File: config.mk
export PLATFORM = sky130hd
export DESIGN_NAME = rand_matrix_seq_flat
export DESIGN_NICKNAME = d
export VERILOG_FILES = /design/src/rtl/rand_matrix_seq_if.sv /design/src/rtl/rand_matrix_seq.sv /design/src/flat_wrapper.sv
export SDC_FILE = /design/constraint.sdc
export NUM_CORES = 1
export LEC_CHECK = 0
export BUFFER_PORTS_ARGS = -buffer_cell sky130_fd_sc_hd__buf_4
export CORE_MARGIN = 4
export CORE_UTILIZATION = 35
export CTS_CLUSTER_DIAMETER = 200
export DETAILED_ROUTE_END_ITERATION = 10
export GPL_TIMING_DRIVEN = 1
export PLACE_DENSITY = 0.61
export SETUP_SLACK_MARGIN = 0.5
export SYNTH_ARGS = -nofsm -noshare
export SYNTH_HDL_FRONTEND = slang
export SYNTH_SLANG_ARGS = --single-unit
File: constraint.sdc
create_clock -name clk -period 7.6 [get_ports clk]
set_clock_uncertainty 0.05 [all_clocks]
set_input_delay 0 -clock clk [delete_from_list [all_inputs] [get_ports clk]]
set_output_delay 0 -clock clk [all_outputs]
set_load 0.05 [all_outputs]
File: src/rtl/rand_matrix_seq_if.sv
// Request and element-stream handshake between a matrix consumer and rand_matrix_seq.
// master = requester/consumer side, slave = sequencer side.
interface rand_matrix_seq_if #(
    parameter int ELEM_W = 8
);
    logic              req_valid;
    logic              req_ready;
    logic [2:0]        req_rows;
    logic [2:0]        req_cols;
    logic [7:0]        req_max;
    logic              out_valid;
    logic              out_ready;
    logic [ELEM_W-1:0] out_data;
    logic [2:0]        out_row;
    logic [2:0]        out_col;
    logic              out_last;

    modport master (
        output req_valid, req_rows, req_cols, req_max, out_ready,
        input  req_ready, out_valid, out_data, out_row, out_col, out_last
    );

    modport slave (
        input  req_valid, req_rows, req_cols, req_max, out_ready,
        output req_ready, out_valid, out_data, out_row, out_col, out_last
    );
endinterface

File: src/rtl/rand_matrix_seq.sv
// Random-matrix sequencer: programs the scaled random unit, stirs it for STIR_CYCLES,
// snapshots all lanes, then streams rows*cols elements in row-major order.
module rand_matrix_seq #(
    parameter int ELEM_W      = 8,
    parameter int MAX_DIM     = 5,
    parameter int STIR_CYCLES = 3
) (
    input  logic                              clk,
    input  logic                              rst,
    rand_matrix_seq_if.slave                  bus,
    input  logic                              abort,
    output logic                              gen_enable,
    output logic [7:0]                        gen_max_val,
    input  logic [MAX_DIM*MAX_DIM*ELEM_W-1:0] rand_data,
    output logic                              busy,
    output logic                              err_dim
);
    localparam int LANES = MAX_DIM * MAX_DIM;

    typedef enum logic [1:0] {IDLE, STIR, CAPTURE, STREAM} state_t;

    state_t                    state_q;
    logic [3:0]                stir_cnt_q;
    logic [2:0]                rows_q, cols_q;
    logic [2:0]                row_q, col_q;
    logic [LANES*ELEM_W-1:0]   buf_q;
    logic                      gen_enable_q;
    logic [7:0]                gen_max_q;
    logic                      err_dim_q;
    logic                      out_valid_q;
    logic                      out_last_q;
    logic [ELEM_W-1:0]         out_data_q;

    logic                      last_col_d;
    logic [2:0]                row_d, col_d;
    logic                      xfer;
    logic                      req_ok;

    function automatic logic dim_ok(input logic [2:0] d);
        return (d != 3'd0) && (int'(d) <= MAX_DIM);
    endfunction

    // Linear packing: element (r,c) of an n-column matrix lives in lane r*n+c.
    function automatic logic [ELEM_W-1:0] lane_sel(input logic [LANES*ELEM_W-1:0] b,
                                                    input logic [2:0] r,
                                                    input logic [2:0] c,
                                                    input logic [2:0] n);
        int k;
        k = int'(r) * int'(n) + int'(c);
        return b[k*ELEM_W +: ELEM_W];
    endfunction

    always_comb begin
        last_col_d = (col_q == cols_q - 3'd1);
        col_d      = last_col_d ? 3'd0 : col_q + 3'd1;
        row_d      = last_col_d ? row_q + 3'd1 : row_q;
        xfer       = out_valid_q && bus.out_ready;
        req_ok     = dim_ok(bus.req_rows) && dim_ok(bus.req_cols);
    end

    always_ff @(posedge clk or posedge rst) begin
        if (rst) begin
            state_q      <= IDLE;
            stir_cnt_q   <= 4'd0;
            rows_q       <= 3'd0;
            cols_q       <= 3'd0;
            row_q        <= 3'd0;
            col_q        <= 3'd0;
            buf_q        <= '0;
            gen_enable_q <= 1'b0;
            gen_max_q    <= 8'd0;
            err_dim_q    <= 1'b0;
            out_valid_q  <= 1'b0;
            out_last_q   <= 1'b0;
            out_data_q   <= '0;
        end else begin
            err_dim_q <= 1'b0;
            // Abort outranks every transition; an element handed over on this edge still counts.
            if (abort && state_q != IDLE) begin
                state_q      <= IDLE;
                gen_enable_q <= 1'b0;
                out_valid_q  <= 1'b0;
                out_last_q   <= 1'b0;
            end else begin
                case (state_q)
                    IDLE: begin
                        if (bus.req_valid) begin
                            if (req_ok) begin
                                rows_q       <= bus.req_rows;
                                cols_q       <= bus.req_cols;
                                gen_max_q    <= bus.req_max;
                                stir_cnt_q   <= 4'(STIR_CYCLES);
                                gen_enable_q <= 1'b1;
                                state_q      <= STIR;
                            end else begin
                                err_dim_q <= 1'b1;
                            end
                        end
                    end
                    STIR: begin
                        stir_cnt_q <= stir_cnt_q - 4'd1;
                        if (stir_cnt_q == 4'd1) begin
                            gen_enable_q <= 1'b0;
                            state_q      <= CAPTURE;
                        end
                    end
                    CAPTURE: begin
                        buf_q       <= rand_data;
                        row_q       <= 3'd0;
                        col_q       <= 3'd0;
                        out_data_q  <= rand_data[ELEM_W-1:0];
                        out_last_q  <= (rows_q == 3'd1) && (cols_q == 3'd1);
                        out_valid_q <= 1'b1;
                        state_q     <= STREAM;
                    end
                    STREAM: begin
                        if (xfer) begin
                            if (out_last_q) begin
                                out_valid_q <= 1'b0;
                                out_last_q  <= 1'b0;
                                state_q     <= IDLE;
                            end else begin
                                row_q      <= row_d;
                                col_q      <= col_d;
                                out_data_q <= lane_sel(buf_q, row_d, col_d, cols_q);
                                out_last_q <= (row_d == rows_q - 3'd1) && (col_d == cols_q - 3'd1);
                            end
                        end
                    end
                    default: state_q <= IDLE;
                endcase
            end
        end
    end

    assign bus.req_ready = (state_q == IDLE);
    assign busy          = (state_q != IDLE);
    assign bus.out_valid = out_valid_q;
    assign bus.out_data  = out_data_q;
    assign bus.out_row   = row_q;
    assign bus.out_col   = col_q;
    assign bus.out_last  = out_last_q;
    assign gen_enable    = gen_enable_q;
    assign gen_max_val   = gen_max_q;
    assign err_dim       = err_dim_q;
endmodule

File: src/flat_wrapper.sv
// flat-port wrapper written by rule: the top's interface ports become plain ports
module rand_matrix_seq_flat 
#(
    parameter int ELEM_W      = 8,
    parameter int MAX_DIM     = 5,
    parameter int STIR_CYCLES = 3
)
  (clk, rst, abort, gen_enable, gen_max_val, rand_data, busy, err_dim, bus_req_valid, bus_req_rows, bus_req_cols, bus_req_max, bus_out_ready, bus_req_ready, bus_out_valid, bus_out_data, bus_out_row, bus_out_col, bus_out_last);
  rand_matrix_seq_if #(.ELEM_W(ELEM_W)) bus_i ();
  input  logic clk;
  input  logic rst;
  input  logic abort;
  output logic gen_enable;
  output logic [7:0] gen_max_val;
  input  logic [MAX_DIM*MAX_DIM*ELEM_W-1:0] rand_data;
  output logic busy;
  output logic err_dim;
  input wire logic [$bits(bus_i.req_valid)-1:0] bus_req_valid;
  input wire logic [$bits(bus_i.req_rows)-1:0] bus_req_rows;
  input wire logic [$bits(bus_i.req_cols)-1:0] bus_req_cols;
  input wire logic [$bits(bus_i.req_max)-1:0] bus_req_max;
  input wire logic [$bits(bus_i.out_ready)-1:0] bus_out_ready;
  output wire logic [$bits(bus_i.req_ready)-1:0] bus_req_ready;
  output wire logic [$bits(bus_i.out_valid)-1:0] bus_out_valid;
  output wire logic [$bits(bus_i.out_data)-1:0] bus_out_data;
  output wire logic [$bits(bus_i.out_row)-1:0] bus_out_row;
  output wire logic [$bits(bus_i.out_col)-1:0] bus_out_col;
  output wire logic [$bits(bus_i.out_last)-1:0] bus_out_last;
  assign bus_i.req_valid = bus_req_valid;
  assign bus_i.req_rows = bus_req_rows;
  assign bus_i.req_cols = bus_req_cols;
  assign bus_i.req_max = bus_req_max;
  assign bus_i.out_ready = bus_out_ready;
  assign bus_req_ready = bus_i.req_ready;
  assign bus_out_valid = bus_i.out_valid;
  assign bus_out_data = bus_i.out_data;
  assign bus_out_row = bus_i.out_row;
  assign bus_out_col = bus_i.out_col;
  assign bus_out_last = bus_i.out_last;
  rand_matrix_seq #(.ELEM_W(ELEM_W), .MAX_DIM(MAX_DIM), .STIR_CYCLES(STIR_CYCLES)) u_core (.clk(clk), .rst(rst), .bus(bus_i), .abort(abort), .gen_enable(gen_enable), .gen_max_val(gen_max_val), .rand_data(rand_data), .busy(busy), .err_dim(err_dim));
endmodule
==> metrics.txt <==
Clk Latency, worst-skew pair 0.56 ns; WS Path Type flop to flop; Ports 247; synth warn 0; CTS H-tree depth 1; area grow syn2layout 47.1%; Clock transition at path regs 0.06 ns; net switching power 2670 µW; CTS sink cnt 238; mapped cell area 11600 µm²; r2r startpoint u_core.cols_q[0]$_DFFE_PP0P_; Synth Register Bits 238; drt total wl 33.7 mm; Tcrit/Tclk final 68.7%; grt total ovfl 0; initial antenna violation count 6; crit-path max FO 18; Async SR Flop Fraction 100%; Slew @ Worst Pin 1.11 ns; share of the synthesized area in the top cell type 51.5%; setup TNS 0 ns; Synth area leader dfrtp_1; CP Data Required Time 8.01 ns; Worst path top cell family by delay adder cells; most instantiated cells after synthesis dfrtp_1, mux2_2, mux4_2; Final Hold Viols 0; clock power share 18.8%; die area 36000 µm²; Arr. time, crit path 5.63 ns; CTS root buf clkbuf_16; Power Dens Cells 437 nW/µm²; Logic pwr share 50.4%; layout cells sized above 1 44.9%; Port Buffers 246; Max-slew headroom 25.9%; Reg2Reg Depth 17; GPL Wtd Cong 0.824; Num CTS Buffers 27; row count 66; Max Cap Viol 0; 1st-iter DRT viols 362; min setup slack post-route 2.38 ns; Post-synth EDFFs 0; clock tree buffer depth 3; CP peak stage delay 0.64 ns; sw frac 35.9%; fin area 17000 µm²; count leader, synth dfrtp_1; die width 190 µm; post_cts resized 0; Crit path top cell by count inv_1; achievable frequency 0.192 GHz; DP Area 13800 µm²; Worst Setup SP u_core.cols_q[0]$_DFFE_PP0P_; vias in the first global route 9403; pre-CTS setup slack 2.38 ns; Die Height 190 µm; FF-to-FF setup slack 2.38 ns; Seq/Total Area, Yosys 51.5%; Internal 4760 µW; Slew Viols, Final 0; Final ANT Viol Nets 0; Unique masters post-synth 56; CP max-delay cell or2_1; top_reg_cell synth dfrtp_1; Setup-failing EPs final 0; TritonRoute pass-1 iters 4; gr usage total 18.4%; Fillers 2788; Net count, final 1525; worst hold path class input pin to async pin; status complete, no violations; Critical Path End Type flop; reg2reg end u_core.bus.out_data[4]$_DFFE_PP0P_; DP HPWL 23.1 mm; CP Buf/Inv Count 3; CTS tree yes; Flop pwr share 30.8%; first-pass GRT wire length 52.7 mm; synth top area cells dfrtp_1, mux2_2, mux4_2, ha_1, nand2_1; largest net degree at the start of global routing 108; Lkg Pwr 0.00743 µW; vias per inst 4.88; post-layout min period 5.22 ns; drc violations 0; Routed WL per cell 19.3 µm; Synth Area per Inst 14.0 µm²; total number of vias 8532; syn_nets 1067; core area 32500 µm²; crit path cell chain inv_1, ha_1, xnor2_1, nor2_2, o211ai_2, xor2_1, nand2b_1, fa_1, inv_1, ha_1, inv_1, fa_1, a21boi_0, or2_1, and3_4, a221oi_1, o31ai_1; Synth Instances 825; startpoint types flop; RSZ-0062 raised after global routing false; worst ir drop on vdd 0.352 mV; Initial Util 35.5%
-- stage by stage --
stage | total power (µW) | cells | hold slack [ns] | utilization (%)
global placement | 5940 | 1476 | 0.166 | 42.6
floorplan | 4970 | 825 | 0.0668 | -
detailed placement | 6000 | 1476 | 0.161 | 42.6
CTS | 7530 | 1744 | 0.130 | 52.2
global route | 7890 | 1750 | 0.155 | 52.3
finish | 7440 | 1750 | 0.136 | 52.3
-- how the worst max path moves through the flow --
stage / to / slack, ns / cells after the start
global route: u_core.bus.out_data[4]$_DFFE_PP0P_ / 2.08 / 17
global placement: u_core.bus.out_data[2]$_DFFE_PP0P_ / 2.54 / 17
CTS: u_core.bus.out_data[4]$_DFFE_PP0P_ / 2.37 / 17
finish: u_core.bus.out_data[4]$_DFFE_PP0P_ / 2.38 / 17
detailed placement: u_core.bus.out_data[4]$_DFFE_PP0P_ / 2.38 / 17
floorplan: u_core.buf_q[0]$_DFFE_PP0P_ / 1.02 / 1
-- registers in the layout, summed over array words and instances, names as in the netlist --
register and count:
u_core.buf_q 200, u_core.bus.out_data 8, u_core.gen_max_val 8, u_core.stir_cnt_q 4, u_core.bus.out_col 3, u_core.bus.out_row 3
u_core.cols_q 3, u_core.rows_q 3, u_core.state_q 2, u_core.bus.out_last 1, u_core.bus.out_valid 1, u_core.err_dim 1
u_core.gen_enable 1
-- power by group through the flow --
stage	Combinational, µW	Clock [µW]	Sequential, µW
global route	4050	1480	2360
floorplan	2640	0	2320
finish	3750	1400	2290
global placement	3650	0	2290
CTS	3810	1430	2280
detailed placement	3700	0	2300
-- cell type report --
cell class / instances / area, µm² / share of cell area, %
flip-flops and latches: 238 / 5960 / 35.0
multi-input cells: 520 / 5340 / 31.4
repair buffers: 474 / 4110 / 24.2
clock buffers: 36 / 739 / 4.35
well taps: 442 / 553 / 3.25
clock inverters: 12 / 205 / 1.21
inverters: 22 / 90.1 / 0.530
diodes: 6 / 15.0 / 0.0883
-- layout by cell type, fill, tap and decap left out, types with 4 or more instances in the layout --
cell	synthesis	final
buf_4	4	254
dfrtp_1	238	238
mux2_2	227	227
dlygate4sd3_1	0	220
mux4_2	46	46
nand2_1	33	33
clkbuf_16	0	27
nor2_1	23	22
inv_1	22	21
a21oi_1	21	21
ha_1	20	19
o21ai_0	17	17
nand2b_1	10	10
nand3_1	8	8
nor3_1	8	8
a221oi_1	8	8
and3_1	8	8
o31ai_1	8	8
xor2_1	8	7
mux2i_1	7	7
nor3b_1	7	7
diode_2	0	6
nor2b_1	6	6
xnor2_1	6	6
a22o_1	6	6
clkbuf_1	16	6
bufinv_16	0	5
clkinv_2	0	4
-- repair_timing --
item | CTS | global route
buffers inserted | 0 | 0
hold endpoints to repair | 336 | 0
hold buffers | 220 | 0
-- per-layer routing --
layer,track usage [%],wire length (µm),vias up
met4,6.32,1230,0
li1,-,-,3964
met2,30.8,16400,208
met1,24.0,14400,4298
met5,0,0,-
met3,3.76,1670,62
-- tightest hold or removal path, stage by stage --
cell and delay [ns]:
dlygate4sd3_1 0.55, buf_4 0.16, inv_8 0.51
-- kinds of logic after synthesis --
group | Yosys count | share of synthesized area (%)
AOI/OAI and AO/OA | 84 | 5.05
xor gates and xnor gates | 15 | 1.20
adders and majority gates | 23 | 2.68
buffers and inverters | 67 | 2.64
DFF | 238 | 51.5
muxes | 280 | 31.7
and+or+nand+nor | 118 | 5.25
(Power assumes the default switching activity.)
